--- src/rtl/alu_entry_ctrl.sv ---
// Operator-entry front end for the ALU demo: debounces ENTER/CANCEL and sequences A, B, opcode.
// Optional accumulator chaining (SHOW -> ENTER_B with portA <= result_q) under ALU_ENTRY_CHAIN_EN.
module alu_entry_ctrl #(
    parameter int unsigned DB_CNT = 50000,
    parameter int unsigned DB_W   = 16
) (
    input  logic        CLK,
    input  logic        nRST,
    input  logic [1:0]  btn_n,
    input  logic [16:0] sw,
    input  logic [31:0] result_i,
    input  logic [2:0]  flags_i,
    output logic [31:0] portA,
    output logic [31:0] portB,
    output logic [3:0]  aluop,
    output logic        exec,
    output logic [31:0] result_q,
    output logic [2:0]  flags_q,
    output logic [2:0]  state_o
);

    localparam logic [DB_W-1:0] DbLast = DB_W'(DB_CNT - 1);

    typedef enum logic [2:0] {
        StEnterA  = 3'd0,
        StEnterB  = 3'd1,
        StEnterOp = 3'd2,
        StExec    = 3'd3,
        StShow    = 3'd4
    } state_e;

    logic [1:0]      sync1_q, sync2_q, db_q, db_prev_q;
    logic [DB_W-1:0] cnt_q [2];
    logic [1:0]      press;
    logic            enter_p, cancel_p;

    state_e      state_q, state_d;
    logic [31:0] porta_q, porta_d, portb_q, portb_d, res_q, res_d;
    logic [3:0]  op_q, op_d;
    logic [2:0]  flg_q, flg_d;
    logic [31:0] sw_ext;

    // Button path: 2-FF sync, then the debounced level only follows after DB_CNT stable samples.
    always_ff @(posedge CLK or negedge nRST) begin
        if (!nRST) begin
            sync1_q   <= 2'b11;
            sync2_q   <= 2'b11;
            db_q      <= 2'b11;
            db_prev_q <= 2'b11;
            cnt_q[0]  <= '0;
            cnt_q[1]  <= '0;
        end else begin
            sync1_q   <= btn_n;
            sync2_q   <= sync1_q;
            db_prev_q <= db_q;
            for (int i = 0; i < 2; i++) begin
                if (sync2_q[i] == db_q[i]) begin
                    cnt_q[i] <= '0;
                end else if (cnt_q[i] == DbLast) begin
                    cnt_q[i] <= '0;
                    db_q[i]  <= sync2_q[i];
                end else begin
                    cnt_q[i] <= cnt_q[i] + 1'b1;
                end
            end
        end
    end

    // Press = debounced 1->0; release is not an event.
    assign press    = db_prev_q & ~db_q;
    assign cancel_p = press[1];
    assign enter_p  = press[0] & ~press[1];
    assign sw_ext   = {{15{sw[16]}}, sw};

    always_ff @(posedge CLK or negedge nRST) begin
        if (!nRST) begin
            state_q <= StEnterA;
            porta_q <= '0;
            portb_q <= '0;
            op_q    <= '0;
            res_q   <= '0;
            flg_q   <= '0;
        end else begin
            state_q <= state_d;
            porta_q <= porta_d;
            portb_q <= portb_d;
            op_q    <= op_d;
            res_q   <= res_d;
            flg_q   <= flg_d;
        end
    end

    always_comb begin
        state_d = state_q;
        porta_d = porta_q;
        portb_d = portb_q;
        op_d    = op_q;
        res_d   = res_q;
        flg_d   = flg_q;

        // Capture happens in EXEC even when CANCEL arrives in the same cycle.
        if (state_q == StExec) begin
            res_d = result_i;
            flg_d = flags_i;
        end

        if (cancel_p) begin
            state_d = StEnterA;
            porta_d = '0;
            portb_d = '0;
            op_d    = '0;
        end else begin
            unique case (state_q)
                StEnterA: begin
                    if (enter_p) begin
                        porta_d = sw_ext;
                        state_d = StEnterB;
                    end
                end
                StEnterB: begin
                    if (enter_p) begin
                        portb_d = sw_ext;
                        state_d = StEnterOp;
                    end
                end
                StEnterOp: begin
                    if (enter_p) begin
                        op_d    = sw[3:0];
                        state_d = StExec;
                    end
                end
                StExec: begin
                    state_d = StShow;
                end
                StShow: begin
                    if (enter_p) begin
                        portb_d = '0;
                        op_d    = '0;
`ifdef ALU_ENTRY_CHAIN_EN
                        porta_d = res_q;
                        state_d = StEnterB;
`else
                        porta_d = '0;
                        state_d = StEnterA;
`endif
                    end
                end
                default: begin
                    state_d = StEnterA;
                    porta_d = '0;
                    portb_d = '0;
                    op_d    = '0;
                end
            endcase
        end
    end

    assign portA    = porta_q;
    assign portB    = portb_q;
    assign aluop    = op_q;
    assign exec     = (state_q == StExec);
    assign result_q = res_q;
    assign flags_q  = flg_q;
    assign state_o  = state_q;

endmodule

--- config.mk ---
export PLATFORM = sky130hd
export DESIGN_NAME = alu_entry_ctrl
export DESIGN_NICKNAME = d
export VERILOG_FILES = /design/src/rtl/alu_entry_ctrl.sv
export SDC_FILE = /design/constraint.sdc
export NUM_CORES = 1
export LEC_CHECK = 0
export BUFFER_PORTS_ARGS = -buffer_cell sky130_fd_sc_hd__clkbuf_2
export CAP_MARGIN = 20
export CORE_MARGIN = 3
export CORE_UTILIZATION = 53
export CTS_BUF_LIST = sky130_fd_sc_hd__clkbuf_4 sky130_fd_sc_hd__clkbuf_8
export DETAILED_ROUTE_END_ITERATION = 7
export GPL_TIMING_DRIVEN = 1
export PLACE_DENSITY = 0.95
export SLEW_MARGIN = 20
export SYNTH_ARGS = -nofsm -noshare
export SYNTH_HDL_FRONTEND = slang
export SYNTH_SLANG_ARGS = --single-unit
--- constraint.sdc ---
create_clock -name CLK -period 2.3 [get_ports CLK]
set_input_delay 0.23 -clock CLK [delete_from_list [all_inputs] [get_ports CLK]]
set_output_delay 0.23 -clock CLK [all_outputs]
set_load 0.005 [all_outputs]
# Word-level counts from Yosys, hierarchy flattened
# Cells that the tools add are included.
dict set report classes {
  n_addsub 2
  eq_ne 15
  n_mux 20
  n_bitwise 6
  reduce_logical 10
}
# op n
set op_table {}
lappend op_table {{$pmux W32 S3} 2}
lappend op_table {{$mux W32} 4}
lappend op_table {{$mux W16} 4}
lappend op_table {{$add A16 B1 Y16 const B} 2}
lappend op_table {{$eq A16 B16 Y1 const B} 2}
lappend op_table {{$mux W3} 5}
lappend op_table {{$pmux W3 S5} 1}
lappend op_table {{$mux W4} 3}
lappend op_table {{$ne A3 B3 Y1 const B} 4}
lappend op_table {{$pmux W4 S3} 1}
lappend op_table {{$reduce_and A3 Y1} 3}
lappend op_table {{$reduce_or A3 Y1} 3}
lappend op_table {{$eq A3 B2 Y1 const B} 2}
lappend op_table {{$ne A2 B1 Y1 const B} 3}
lappend op_table {{$reduce_and A2 Y1} 2}
lappend op_table {{$reduce_and A4 Y1} 1}
lappend op_table {{$eq A3 B1 Y1 const B} 1}
lappend op_table {{$eq A3 B3 Y1 const B} 1}
lappend op_table {{$logic_not A3 Y1} 1}
lappend op_table {{$not A1 Y1} 3}
lappend op_table {{$and A2 B2 Y2} 1}
lappend op_table {{$eq A1 B1 Y1} 2}
lappend op_table {{$not A2 Y2} 1}
lappend op_table {{$and A1 B1 Y1} 1}
dict set report word_totals {
  reg_bits 146
  input_bits 56
  out_inout_bits 107
}

# Depth between registers and ports, before layout
dict set report depth {
  depth_word 7
  ltp_mapped 7
  depth_no_buf 5
}

# Least setup slack after synthesis
# No wires, ideal clock.
dict set report synth_timing {
  path_kind {register -> register}
  start {register cnt_q[11] (netlist bit)}
  end {register cnt_q[12] (netlist bit)}
  arrival_time_ns 1.720
  slack_ns 0.462
  stages_incl_launch_ff 6
  path_buffers 1
  cell_sequence {dfrtp_1 -> or4b_1 -> or4_4 -> nand2_4 -> buf_6 -> nor2_1}
}
dict set report synth_between {
  elab_chain_cells 3
  word_cells_on_any_way 4
}
# element line_no
set synth_rtl {}
lappend synth_rtl {{from (decl)} 33} ;# logic [DB_W-1:0] cnt_q [2];
lappend synth_rtl {{from (signal, indexed assignment)} 63} ;# cnt_q[i] <= cnt_q[i] + 1'b1;
lappend synth_rtl {{$add A16 B1 Y16 or $eq A16 B16 Y1 (tied branches)} {63, 59}}
lappend synth_rtl {{$mux W16 *} 59} ;# end else if (cnt_q[i] == DbLast) begin
lappend synth_rtl {{$mux W16 *} 57} ;# if (sync2_q[i] == db_q[i]) begin
# Every way passes the cells marked *; elsewhere a longest branch is shown, timed or not.
# A chain may end at the register's enable or synchronous reset.

# Worst setup path in the final report
dict set report layout_timing {
  start {register state_q[2] (netlist: state_o[2])}
  end {output port exec}
}
dict set report layout_between {
  elab_chain_cells 1
}
# element line_no
set layout_rtl {}
lappend layout_rtl {{from (decl)} 37} ;# state_e state_q, state_d;
lappend layout_rtl {{from (signal assigned)} 77} ;# state_q <= StEnterA;
lappend layout_rtl {{from (signal assigned)} 84} ;# state_q <= state_d;
lappend layout_rtl {{$eq A3 B2 Y1} 161} ;# assign exec = (state_q == StExec);
lappend layout_rtl {{to (decl)} 16} ;# output logic exec,
# No other way between the ends.

==> reports/metrics.yaml <==
cells_and_area:
  nets: 640
  drive_above_1_share: 0.427
  n_antenna_cell: 0
  final_common_cell: "clkbuf_2"
  final_cell_mix: "clkbuf_2 (161), dfrtp_1 (108), nand2_1 (51)"
  areaGrowthSynthToFinish_pct: 24.2
critical_path:
  r2r_setup_slack_ps: 290
  cp_max_fo: 36
  max_stage_delay_ps: 600
  rr_worst_depth: 4
  crit_chain: "inv_1 > nand3_1 > buf_6 > inv_1 > clkbuf_2"
  critPathCaptureType: "output pin"
  crit_top_cell: "inv_1"
  startpoint_type: "flip-flop"
  r2r_start: "db_prev_q[1]$_DFF_PN1_"
  worstReg2RegEnd: "portB[9]$_DFFE_PN0P_"
  worstSetupPathType: "reg -> out"
  required_ps: 2070
  cp.arrival_ps: 1860
  cp_slowest_cell: "dfrtp_1"
timing:
  worstMarginPinSlew_ps: 679
  rsz0062_at_grt: "false"
  fin_crit_ps: 2090
  finalHoldViolCount: 0
  slew-limit-headroom: 0.546
  layout_setup_ws_ps: 212
  period_share: 0.908
  fmax_mhz: 479
  finClkSkew_ps: 16.5
  setup_tns_ps: 0
  finalSetupViolations: 0
  drv_slew: 0
worst_hold_path:
  min_path_cells: 2
  hold_path.class: "in -> reg"
  hold_path_end: "flags_q[1]$_DFFE_PN0P_"
  min_from: "flags_i[1]"
synth:
  yosysSeqAreaShare: 0.578
  yosysWarnings: 0
  synth_cell_type_count: 42
  netlist_area_um2: 5040
  synth-edff-count: 0
  synth-seq-cells: 116
  synth.avg_cell_area_um2: 11.5
  synth-main-ff-cell: "dfrtp_1"
  async_reset_ff_frac: 1.00
  synth_cells: 437
  synth.net_count: 495
global_route:
  grt_usage: 0.220
  grt_max_degree: 117
  grt_overflow_total: 0
  grt_pass1_vias: 3922
  grt_pass1_wl_mm: 19.1
  antenna_found_initial: 0
place:
  dp_hpwl_mm: 7.70
  pre_cts_slack_ps: 354
  place_congestion: 0.853
  port_buffers: 162
drt:
  vias_per_cell: 5.30
  wl_per_cell_um: 15.7
  wl_met2_mm: 5.65
  met1_length_mm: 4.51
  wl_mm: 11.3
  drtIter0Drc: 203
  firstDrtPassIters: 5
  drc: 0
  met3WireLength_um: 875
  highest_layer: "met4"
  ant_nets: 0
  num_vias: 3822
cts:
  clock_path_buffers: 2
  cts_tree: "built"
  cts_sinks: 116
  cts_setup_buffers: 0
  clk_latency_ps: 420
  clkTransAtPathRegs_ps: 80
  h-tree-depth: 4
  numCtsBuffers: 17
  cts-root-buf: "clkbuf_8"
floorplanning:
  ios: 163
  core_um2: 8980
  initial_utilization: 0.562
  die_h_um: 104
  die-area_um2: 10700
  rows: 34
  die_w_um: 104
status:
  outcome: "finished, final reports clean"
power_and_ir_drop:
  peakVddDrop_mv: 0.507
  leakagePower_uw: 0.00306
  power_density_nw_per_um2: 703
run:
  drv_cap: 0
## flip-flops by register name, summed over array words and instances, names as in the netlist
register / flops
state_o: 3
sync1_q: 2
flags_q: 3
sync2_q: 2
portA: 17
aluop: 4
db_q: 2
portB: 17
cnt_q: 32
result_q: 32
db_prev_q: 2
## area by class of cell
class / count / area (um2)
flip-flops and latches: 116 / 2910
fillers: 607 / 2710
multi-input cells: 265 / 1790
repair buffers: 172 / 912
clock buffers: 18 / 248
clock inverters: 14 / 200
well taps: 126 / 158
inverters: 10 / 37.5
## how the worst max path moves through the flow
| stage | startpoint | to | slack [ps] | cells past startpoint |
|---|---|---|---|---|
| finish | state_o[2]$_DFFE_PN0P_ | exec | 210 | 5 |
| global placement | cnt_q[11]$_DFF_PN0_ | db_q[1]$_DFFE_PN1P_ | 440 | 3 |
| detailed placement | db_prev_q[1]$_DFF_PN1_ | portB[2]$_DFFE_PN0P_ | 350 | 4 |
| floorplan | cnt_q[11]$_DFF_PN0_ | cnt_q[12]$_DFF_PN0_ | 460 | 5 |
| global route | state_o[2]$_DFFE_PN0P_ | exec | 60 | 5 |
| CTS | state_o[2]$_DFFE_PN0P_ | exec | 120 | 5 |
## kinds of logic after synthesis
logic type      after synthesis  share of synthesized area
mux                          42                     0.0933
compound gates               44                     0.0628
buf+inv                      56                     0.0673
simple gates                147                      0.142
xor+xnor                     30                     0.0521
flops                       116                      0.578
fa+ha+maj                     2                    0.00496
## power breakdown
group / leakage [uW] / internal (uW) / switching (uW)
combinational: 0.00143 / 98.1 / 103
clock: 0.000228 / 1220 / 863
sequential: 0.00140 / 2090 / 29.0
## critical path: cells and delay by family (launching register included)
| family | cells | cell delay (ps) |
|---|---|---|
| buffers and inverters | 4 | 640 |
| DFF | 1 | 600 |
| and+or+nand+nor | 1 | 180 |
## per-layer routing
metal,vias up,GRT usage
met5,-,0
met4,0,0.0883
met3,22,0.0647
met2,191,0.369
met1,1838,0.269
li1,1771,-
## cells in the mapped netlist (all sizes together) (3+ instances only)
cell type    n  share of area
dfrtp      108           0.54
nand2       52          0.040
nor2        39          0.029
buf         38          0.054
mux2        37          0.083
xnor2       26          0.045
o21ai       20          0.020
a22o        17          0.030
nand3       11          0.011
nor3        11          0.011
nor4        11          0.015
inv         10         0.0074
clkbuf       8         0.0060
dfstp        8          0.042
nand4        8         0.0099
mux2i        5         0.0099
xor2         4         0.0069
a21oi        3         0.0030
nor4b        3         0.0065
## timing repair
item / in CTS / in global routing
resized for setup: 0 / 1
endpoints found under the setup margin: 0 / 1
hold buffers: 3 / 0
hold endpoints to repair: 110 / 0
## through the flow
| stage | instance area [um2] | total power (uW) | instances | hold slack, ps | utilization |
|---|---|---|---|---|---|
| floorplan | 5040 | 2210 | 437 | -65.6 | - |
| global placement | 5780 | 2340 | 686 | 322 | 0.644 |
| detailed placement | 5780 | 2350 | 686 | 322 | 0.644 |
| CTS | 6260 | 4430 | 721 | 13.6 | 0.697 |
| global route | 6260 | 4560 | 721 | 23.6 | 0.698 |
| finish | 6260 | 4400 | 721 | 31.7 | 0.698 |
Note: power is estimated with default switching activity, not from simulation.
